<file path="config.mk">
export PLATFORM = sky130hd
export DESIGN_NAME = ins_sequencer
export DESIGN_NICKNAME = d
export VERILOG_FILES = /design/src/rtl/ins_defs_pkg.sv /design/src/rtl/ins_onehot.sv /design/src/rtl/ins_sequencer.sv
export SDC_FILE = /design/constraint.sdc
export NUM_CORES = 1
export LEC_CHECK = 0
export CAP_MARGIN = 0
export CORE_MARGIN = 2
export CORE_UTILIZATION = 52
export CTS_CLUSTER_DIAMETER = 100
export CTS_CLUSTER_SIZE = 10
export DETAILED_ROUTE_END_ITERATION = 8
export PLACE_DENSITY = 0.86
export RECOVER_POWER = 25
export SKIP_CTS_REPAIR_TIMING = 1
export SLEW_MARGIN = 10
export SYNTH_ARGS = -nofsm -noshare
export SYNTH_HDL_FRONTEND = slang
export SYNTH_SLANG_ARGS = --single-unit
</file>
<file path="constraint.sdc">
create_clock -name clk -period 5.6 [get_ports clk]
set_input_delay 1.12 -clock clk [delete_from_list [all_inputs] [get_ports clk]]
set_output_delay 1.12 -clock clk [all_outputs]
set_load 0.03 [all_outputs]
</file>
<file path="src/rtl/ins_defs_pkg.sv">
// Shared definitions for the instruction sequencer: default widths,
// opcode values, FSM state encoding and the default per-opcode length table.
package ins_defs_pkg;

   localparam int IR_W_DEF   = 8;
   localparam int OP_W_DEF   = 4;
   localparam int STEP_W_DEF = 3;

   localparam logic [3:0] OP_ILL0 = 4'b0000;
   localparam logic [3:0] OP_PUSH = 4'b0001;
   localparam logic [3:0] OP_POP  = 4'b0010;
   localparam logic [3:0] OP_ILL1 = 4'b0011;
   localparam logic [3:0] OP_MOVA = 4'b0100;
   localparam logic [3:0] OP_MOVB = 4'b0101;
   localparam logic [3:0] OP_MOVC = 4'b0110;
   localparam logic [3:0] OP_MOVD = 4'b0111;
   localparam logic [3:0] OP_ADD  = 4'b1000;
   localparam logic [3:0] OP_SUB  = 4'b1001;
   localparam logic [3:0] OP_JMP  = 4'b1010;
   localparam logic [3:0] OP_JG   = 4'b1011;
   localparam logic [3:0] OP_IN   = 4'b1100;
   localparam logic [3:0] OP_OUT  = 4'b1101;
   localparam logic [3:0] OP_MOVI = 4'b1110;
   localparam logic [3:0] OP_HALT = 4'b1111;

   typedef enum logic [1:0] {
      ST_IDLE = 2'd0,
      ST_EXEC = 2'd1,
      ST_HALT = 2'd2
   } state_t;

   // Lane i (bits [i*3 +: 3]) is the length of opcode i; listed from lane 15 down to lane 0.
   localparam logic [47:0] OP_LEN_DEF = {
      3'd1, 3'd2, 3'd1, 3'd1,   // halt, movi, out, in
      3'd2, 3'd1, 3'd2, 3'd2,   // jg, jmp, sub, add
      3'd1, 3'd1, 3'd1, 3'd1,   // movd, movc, movb, mova
      3'd1, 3'd2, 3'd2, 3'd1    // ill1, pop, push, ill0
   };

endpackage

</file>
<file path="src/rtl/ins_onehot.sv">
// Combinational opcode decoder: one-hot opcode vector plus class flags
// used by the sequencer for accept gating, halting, jg shortening and
// illegal-opcode flagging.
module ins_onehot
   import ins_defs_pkg::*;
#(
   parameter int OP_W = OP_W_DEF
) (
   input  logic [OP_W-1:0]      op,
   output logic [2**OP_W-1:0]   onehot,
   output logic                 is_stack,
   output logic                 is_halt,
   output logic                 is_jg,
   output logic                 is_illegal
);

   // Decode the opcode into its one-hot bit and class flags.
   always_comb begin
      onehot     = {(2**OP_W){1'b0}};
      onehot[op] = 1'b1;
      is_stack   = (op == OP_W'(OP_PUSH)) | (op == OP_W'(OP_POP));
      is_halt    = (op == OP_W'(OP_HALT));
      is_jg      = (op == OP_W'(OP_JG));
      is_illegal = (op == OP_W'(OP_ILL0)) | (op == OP_W'(OP_ILL1));
   end

endmodule

</file>
<file path="src/rtl/ins_sequencer.sv">
// Multi-cycle instruction sequencer: accepts an instruction over valid/ready,
// holds its one-hot opcode for a per-opcode number of micro-steps and drives
// the step counter, with jg shortening, halt/resume and abort flush.
module ins_sequencer
   import ins_defs_pkg::*;
#(
   parameter int IR_W   = IR_W_DEF,
   parameter int OP_W   = OP_W_DEF,
   parameter int STEP_W = STEP_W_DEF,
   parameter logic [(2**OP_W)*STEP_W-1:0] OP_LEN = OP_LEN_DEF
) (
   input  logic                 clk,
   input  logic                 rst,
   input  logic                 en,
   input  logic                 ir_valid,
   input  logic [IR_W-1:0]      ir,
   output logic                 ir_ready,
   input  logic                 gt_flag,
   input  logic                 resume,
   input  logic                 abort,
   output logic [2**OP_W-1:0]   op_onehot,
   output logic [STEP_W-1:0]    step,
   output logic                 step_last,
   output logic                 busy,
   output logic                 halted,
   output logic                 illegal
);

   localparam int NOH = 2**OP_W;

   state_t               state_r,     state_n;
   logic [NOH-1:0]       op_onehot_r, op_onehot_n;
   logic [STEP_W-1:0]    step_r,      step_n;
   logic                 step_last_r, step_last_n;
   logic                 busy_r,      busy_n;
   logic                 halted_r,    halted_n;
   logic                 illegal_r,   illegal_n;
   logic [STEP_W-1:0]    len_r,       len_n;
   logic                 halt_op_r,   halt_op_n;

   logic [OP_W-1:0]      op_in_s;
   logic [NOH-1:0]       dec_onehot_s;
   logic                 dec_stack_s;
   logic                 dec_halt_s;
   logic                 dec_jg_s;
   logic                 dec_illegal_s;
   logic [STEP_W-1:0]    len_raw_s;
   logic [STEP_W-1:0]    len_in_s;
   logic                 slot_open_s;
   logic                 ir_ready_s;
   logic                 accept_s;
   logic                 unused_s;

   assign op_in_s  = ir[IR_W-1 -: OP_W];
   assign unused_s = ^ir[IR_W-OP_W-1:0];

   ins_onehot #(.OP_W(OP_W)) u_dec (
      .op         (op_in_s),
      .onehot     (dec_onehot_s),
      .is_stack   (dec_stack_s),
      .is_halt    (dec_halt_s),
      .is_jg      (dec_jg_s),
      .is_illegal (dec_illegal_s)
   );

   // Look up the offered opcode's length; a zero lane behaves as length 1.
   always_comb begin
      len_raw_s = OP_LEN[int'(op_in_s)*STEP_W +: STEP_W];
      if (len_raw_s == {STEP_W{1'b0}}) begin
         len_in_s = STEP_W'(1);
      end else begin
         len_in_s = len_raw_s;
      end
   end

   // Ready when idle or finishing a non-halt op; stack ops pass while disabled.
   always_comb begin
      if (state_r == ST_IDLE) begin
         slot_open_s = 1'b1;
      end else if (state_r == ST_EXEC) begin
         slot_open_s = step_last_r & ~halt_op_r;
      end else begin
         slot_open_s = 1'b0;
      end
      ir_ready_s = slot_open_s & ~abort & (en | dec_stack_s);
      accept_s   = ir_valid & ir_ready_s;
   end

   assign ir_ready = ir_ready_s;

   // Next-state and next-output logic: abort first, then accept, then stepping.
   always_comb begin
      state_n     = state_r;
      op_onehot_n = op_onehot_r;
      step_n      = step_r;
      step_last_n = step_last_r;
      busy_n      = busy_r;
      halted_n    = halted_r;
      illegal_n   = illegal_r;
      len_n       = len_r;
      halt_op_n   = halt_op_r;
      if (abort) begin
         state_n     = ST_IDLE;
         op_onehot_n = {NOH{1'b0}};
         step_n      = {STEP_W{1'b0}};
         step_last_n = 1'b0;
         busy_n      = 1'b0;
         halted_n    = 1'b0;
         illegal_n   = 1'b0;
         len_n       = STEP_W'(1);
         halt_op_n   = 1'b0;
      end else if (accept_s) begin
         state_n     = ST_EXEC;
         op_onehot_n = dec_onehot_s;
         step_n      = {STEP_W{1'b0}};
         step_last_n = (len_in_s == STEP_W'(1)) | (dec_jg_s & ~gt_flag);
         busy_n      = 1'b1;
         halted_n    = 1'b0;
         illegal_n   = dec_illegal_s;
         len_n       = len_in_s;
         halt_op_n   = dec_halt_s;
      end else begin
         case (state_r)
            ST_IDLE: begin
               state_n = ST_IDLE;
            end
            ST_EXEC: begin
               if (step_last_r) begin
                  if (halt_op_r) begin
                     state_n  = ST_HALT;
                     halted_n = 1'b1;
                  end else begin
                     state_n  = ST_IDLE;
                     halted_n = 1'b0;
                  end
                  op_onehot_n = {NOH{1'b0}};
                  step_n      = {STEP_W{1'b0}};
                  step_last_n = 1'b0;
                  busy_n      = 1'b0;
                  illegal_n   = 1'b0;
                  len_n       = STEP_W'(1);
                  halt_op_n   = 1'b0;
               end else begin
                  step_n      = step_r + STEP_W'(1);
                  step_last_n = ((step_r + STEP_W'(1)) == (len_r - STEP_W'(1)));
                  illegal_n   = 1'b0;
               end
            end
            ST_HALT: begin
               if (resume) begin
                  state_n  = ST_IDLE;
                  halted_n = 1'b0;
               end else begin
                  state_n  = ST_HALT;
                  halted_n = 1'b1;
               end
            end
            default: begin
               state_n     = ST_IDLE;
               op_onehot_n = {NOH{1'b0}};
               step_n      = {STEP_W{1'b0}};
               step_last_n = 1'b0;
               busy_n      = 1'b0;
               halted_n    = 1'b0;
               illegal_n   = 1'b0;
               len_n       = STEP_W'(1);
               halt_op_n   = 1'b0;
            end
         endcase
      end
   end

   // State and output registers with asynchronous reset to the idle values.
   always_ff @(posedge clk or posedge rst) begin
      if (rst) begin
         state_r     <= ST_IDLE;
         op_onehot_r <= {NOH{1'b0}};
         step_r      <= {STEP_W{1'b0}};
         step_last_r <= 1'b0;
         busy_r      <= 1'b0;
         halted_r    <= 1'b0;
         illegal_r   <= 1'b0;
         len_r       <= STEP_W'(1);
         halt_op_r   <= 1'b0;
      end else begin
         state_r     <= state_n;
         op_onehot_r <= op_onehot_n;
         step_r      <= step_n;
         step_last_r <= step_last_n;
         busy_r      <= busy_n;
         halted_r    <= halted_n;
         illegal_r   <= illegal_n;
         len_r       <= len_n;
         halt_op_r   <= halt_op_n;
      end
   end

   assign op_onehot = op_onehot_r;
   assign step      = step_r;
   assign step_last = step_last_r;
   assign busy      = busy_r;
   assign halted    = halted_r;
   assign illegal   = illegal_r;

endmodule

</file>
---- Word level (Yosys, flattened, before mapping) ----
Cells that the tools add are included.
storage, ports and cells
  output and inout bits ................... 24
  word-level logic and storage cells ...... 88
  bits of input ports ..................... 15
  bits in registers ....................... 29
cells by class
  $mul .................................... 1
  multiplexer cells ....................... 42
  bitwise logic cells ..................... 12
  shift operators ......................... 1
  $lt $le $gt $ge ......................... 2
  $add $sub $neg .......................... 2
  reductions and logical operators ........ 7
  equality and inequality tests ........... 12
operator list
  cell                                                         count
  two-way mux 16 bit                                           3
  variable part select 48 x 7 -> 3 bit (first input constant)  1
  case mux 16 bit (2 select lines)                             1
  two-way mux 3 bit                                            7
  two-way mux 1 bit                                            19
  case mux 3 bit (2 select lines)                              2
  two-way mux 2 bit                                            5
  equality test 4 x 2 -> 1 bit (second input constant)         2
  equality test 4 bit (second input constant)                  2
  multiplier 4 x 2 -> 6 bit (second input constant)            1
  AND 1 bit                                                    5
  less-than comparator 4 x 5 -> 1 bit (second input constant)  1
  demux 1 bit (select 4 bit)                                   1
  equality test 4 x 1 -> 1 bit (second input constant)         1
  >= comparator 4 x 1 -> 1 bit (second input constant)         1
  logical NOT 4 bit                                            1
  inequality test 4 bit (second input constant)                1
  OR 1 bit                                                     4
  case mux 1 bit (2 select lines)                              2
  case mux 2 bit (2 select lines)                              1
  AND reduction 2 bit                                          2
  adder 3 x 1 -> 3 bit (second input constant)                 1
  equality test 3 x 1 -> 1 bit (second input constant)         1
  equality test 3 bit                                          1
  other kinds (11)                                             13

---- Depth between registers and ports, before layout ----
  word-level depth ........................ 9
  gate-level depth with buffers ........... 8
  gate-level depth less buffers ........... 6

---- Cells and area by module ----
From an unflattened synthesis, not the netlist that was laid out.
second synthesis, totals
  cells, all modules ...................... 146
  area, all modules ....................... 1562.7 sq um
modules (own cells, without submodules)
  module         area an instance (sq um)  cells each  instances
  ins_sequencer  1423.9                    118         1
  ins_onehot     138.9                     28          1

---- Worst setup path after synthesis ----
No wires, ideal clock.
  path type ............................... in2out
  start point ............................. input port ir[4]
  end point ............................... output port ir_ready
  path slack .............................. 2.369 ns
  data arrival time ....................... 2.111 ns
  cell stages on the path ................. 5
  cells stage by stage .................... inv_1 -> ha_1 -> or2_1 -> a21oi_2 -> nor2_1
between the ends
  word-level cells in the longest chain between the ends .. 4
  elaborated cells between the ends (all ways) .. 5
  classes of those cells .................. 2 x eq/ne; 3 x bitwise
ends and longest elaborated chain
  what                                                                          RTL line             RTL
  start, declared                                                               ins_sequencer.sv:16  input logic [IR_W-1:0] ir,
  equality test 4 x 1 -> 1 bit or equality test 4 x 2 -> 1 bit (tied branches)  ins_onehot.sv:21     is_stack = (op == OP_W'(OP_PUSH)) | (op == OP_W'(OP_POP));
  OR 1 bit *                                                                    ins_onehot.sv:21
  OR 1 bit *                                                                    ins_sequencer.sv:85  ir_ready_s = slot_open_s & ~abort & (en | dec_stack_s);
  AND 1 bit *                                                                   ins_sequencer.sv:85
  end, declared                                                                 ins_sequencer.sv:17  output logic ir_ready,
Mark *: on every way between the ends. The rest lies on a longest branch, timed or not.

---- Final worst setup path ----
Ends and elaborated chain as after synthesis.

==> flow_summary.toml <==
[sta]
maxSlewViolCount = 0
max_freq_mhz = 226.7
tightest_slew_ns = 1.002
totalNegativeSetupSlack_ns = 0
setup_viol = 0
fin_crit_ns = 4.410
slew_headroom_pct = 33.13
grt_setup_unrepaired = "no"
fin_crit_sh_pct = 78.75
hold_viol = 0
fin_skew_ns = 0.003822

[cells_and_area]
area_growth_pct = 22.68
postLayoutCellArea_um2 = 1868
final_cell_mix = "33 x clkdlybuf4s50_1, 26 x dfrtp_1, 16 x a32o_1"
diodes = 0
final_common_cell = "clkdlybuf4s50_1"
layout.nets = 188
fin_cells = 193
fin_util_pct = 67.74
final_layout_size_suffix_gt1_share_pct = 7.407

[pwr]
power.density_nw_per_um2 = 189.8
ir_drop_mv = 0.1427
totalPowerFinal_mw = 0.3546
p_leak_nw = 0.7781

[detailed_routing]
drtPass1Iterations = 5
dr.max_layer_used = "met4"
ant_nets = 0
drt_iter0_drc = 41
wl_met3_um = 240
wl_mm = 3.409
wl_met2_mm = 1.709
met1Wirelength_mm = 1.420
wl_per_cell_um = 17.66
avgViaCountPerCell = 6.285
vias = 1213
drcViolationCount = 0

[cts]
htreeDepth = 1
clkTransAtPathRegs_ns = 0.14
cts-root-to-sink-buffers = 2
cts_root_buffer = "clkbuf_4"
cts_tree = "done"
clock-sinks = 27
clock_latency_ns = 0.32
cts_made_buffers = 3

[global_route]
grt_pass1_vias = 1228
grt_max_degree = 28
grt_pass1_wl_mm = 5.754
antenna_found_initial = 0
grtUsageTotal_pct = 22.38
grt-ovfl-total = 0

[worst_setup_path]
start_kind = "input pin"
worstPathArrival_ns = 3.29
path_class = "input pin to output pin"
crit_required_ns = 4.48
cp-end-kind = "output pin"
cp_max_fo = 7
crit_path_start = "ir[4]"
r2r-start = "state_r[0]"

[synthesis]
ys_seq_area_share_pct = 44.45
syn_avg_cell_area_um2 = 11.54
syn_nets = 157
syn_area_um2 = 1523
yosys_warnings = 0
ys_types = 44
syn-instance-count = 132
ys_seq_elements = 27

[floorplanning]
rows = 19
die_h_um = 58.12
die_w_um = 58.12
die_area_um2 = 3377
start_util_pct = 55.22
pin_count = 39
core_area_um2 = 2758

[status]
outcome = "completed"

[placement]
dp_hpwl_mm = 2.469
routabilityCongestion = 0.7636
placed_cells = 189
numPortBuffers = 34
place_area_um2 = 1842

[flow_run]
maxCapViolations = 0

[min_path]
min_path_type = "flip-flop to flip-flop"
worstHoldStart = "op_onehot[6]"
## flip-flops by register name, summed over array words and instances (netlist names)
signal	flops
state_r	2
illegal	1
op_onehot	16
halted	1
step	3
len_r	2
busy	1
step_last	1
## worst max-delay path, stage by stage
cell and delay, ns:
clkdlybuf4s50_1 0.51, inv_1 0.09, ha_1 0.32, or2_1 0.30, a21oi_2 0.28, nor2_1 0.07
clkdlybuf4s50_1 0.60
## cell usage after synthesis
| library cell | number | area, um^2 |
|---|---|---|
| dfrtp_1 | 26 | 650.6 |
| a32o_1 | 16 | 160.2 |
| ha_1 | 10 | 125.1 |
| inv_1 | 8 | 30.03 |
| nand2_1 | 7 | 26.28 |
| nor3_1 | 5 | 25.02 |
| a21oi_1 | 4 | 20.02 |
| nor2_1 | 4 | 15.01 |
| nor2b_1 | 4 | 25.02 |
| a22o_1 | 3 | 26.28 |
| buf_2 | 3 | 15.01 |
| buf_6 | 3 | 33.78 |
| mux2i_1 | 3 | 30.03 |
| nand2b_1 | 3 | 18.77 |
| a31o_2 | 2 | 17.52 |
| nand3b_1 | 2 | 15.01 |
| o21ai_0 | 2 | 10.01 |
| a21boi_0 | 1 | 7.510 |
| a21o_1 | 1 | 7.510 |
| a21oi_2 | 1 | 8.760 |
| a221oi_1 | 1 | 8.760 |
| a2bb2oi_1 | 1 | 8.760 |
| a31oi_1 | 1 | 6.260 |
| a32oi_1 | 1 | 8.760 |
| a32oi_4 | 1 | 27.53 |
| and2_1 | 1 | 6.260 |
| buf_4 | 1 | 7.510 |
| clkbuf_1 | 1 | 3.750 |
| dfstp_2 | 1 | 26.28 |
| inv_2 | 1 | 3.750 |
| nand3_1 | 1 | 5.000 |
| nor2_4 | 1 | 11.26 |
| nor2_8 | 1 | 20.02 |
| nor3_4 | 1 | 16.27 |
| nor4_1 | 1 | 6.260 |
| o211ai_1 | 1 | 7.510 |
| o311a_1 | 1 | 10.01 |
| o311ai_0 | 1 | 8.760 |
| o31ai_1 | 1 | 7.510 |
| or2_1 | 1 | 6.260 |
| or4_1 | 1 | 7.510 |
| xnor2_1 | 1 | 8.760 |
| xor2_1 | 1 | 8.760 |
| xor3_1 | 1 | 23.77 |
## kinds of logic (layout without fill, tap and decap cells)
kind of cell	after synthesis	after routing	synth area share, %
multiplexers	3	3	1.972
adder cells (fa/ha/maj)	10	10	8.217
buffers and inverters	17	47	6.162
XOR/XNOR	3	3	2.712
AO/OA/AOI/OAI	39	39	23.09
flip-flops	27	27	44.45
AND/OR/NAND/NOR	33	33	13.39
## power breakdown
group	leakage, nW	switching [mW]	internal (mW)
Combinational	0.392	0.0406	0.0270
Clock	0.0150	0.0566	0.0279
Sequential	0.371	0.00368	0.199
Total	0.778	0.101	0.254
## metrics by stage
| step | hold WS [ns] | setup slack, ns |
|---|---|---|
| floorplan | 0.4714 | 2.369 |
| global placement | 0.4824 | 1.256 |
| detailed placement | 0.4831 | 1.198 |
| CTS | 0.5169 | 1.194 |
| global route | 0.5467 | 1.094 |
| finish | 0.5138 | 1.190 |
## routing by layer
| layer | track usage (%) | vias to the layer above |
|---|---|---|
| li1 | - | 556 |
| met1 | 28.26 | 599 |
| met2 | 38.80 | 52 |
| met3 | 3.795 | 6 |
| met4 | 7.641 | 0 |
| met5 | 0 | - |
## cell type report
cell class / count / area [um^2]
clock buffer: 4 / 26.28
fill: 239 / 889.6
inverter: 9 / 33.78
multi-input combinational: 88 / 752.0
sequential: 27 / 676.9
tap: 31 / 38.79
timing repair buffer: 34 / 340.3
## worst paths after layout
kind / endpoint / slack [ns] / cells after the start
max in group asynchronous: op_onehot[0] / 3.55 / 2
max: ir_ready / 1.19 / 7
min reg2reg: op_onehot[6] / 0.51 / 1
max reg2reg: step_last / 3.27 / 5
min: op_onehot[6] / 0.51 / 1
min in group asynchronous: step[1] / 1.45 / 2
No activity file was read; power rests on OpenSTA's default activity.
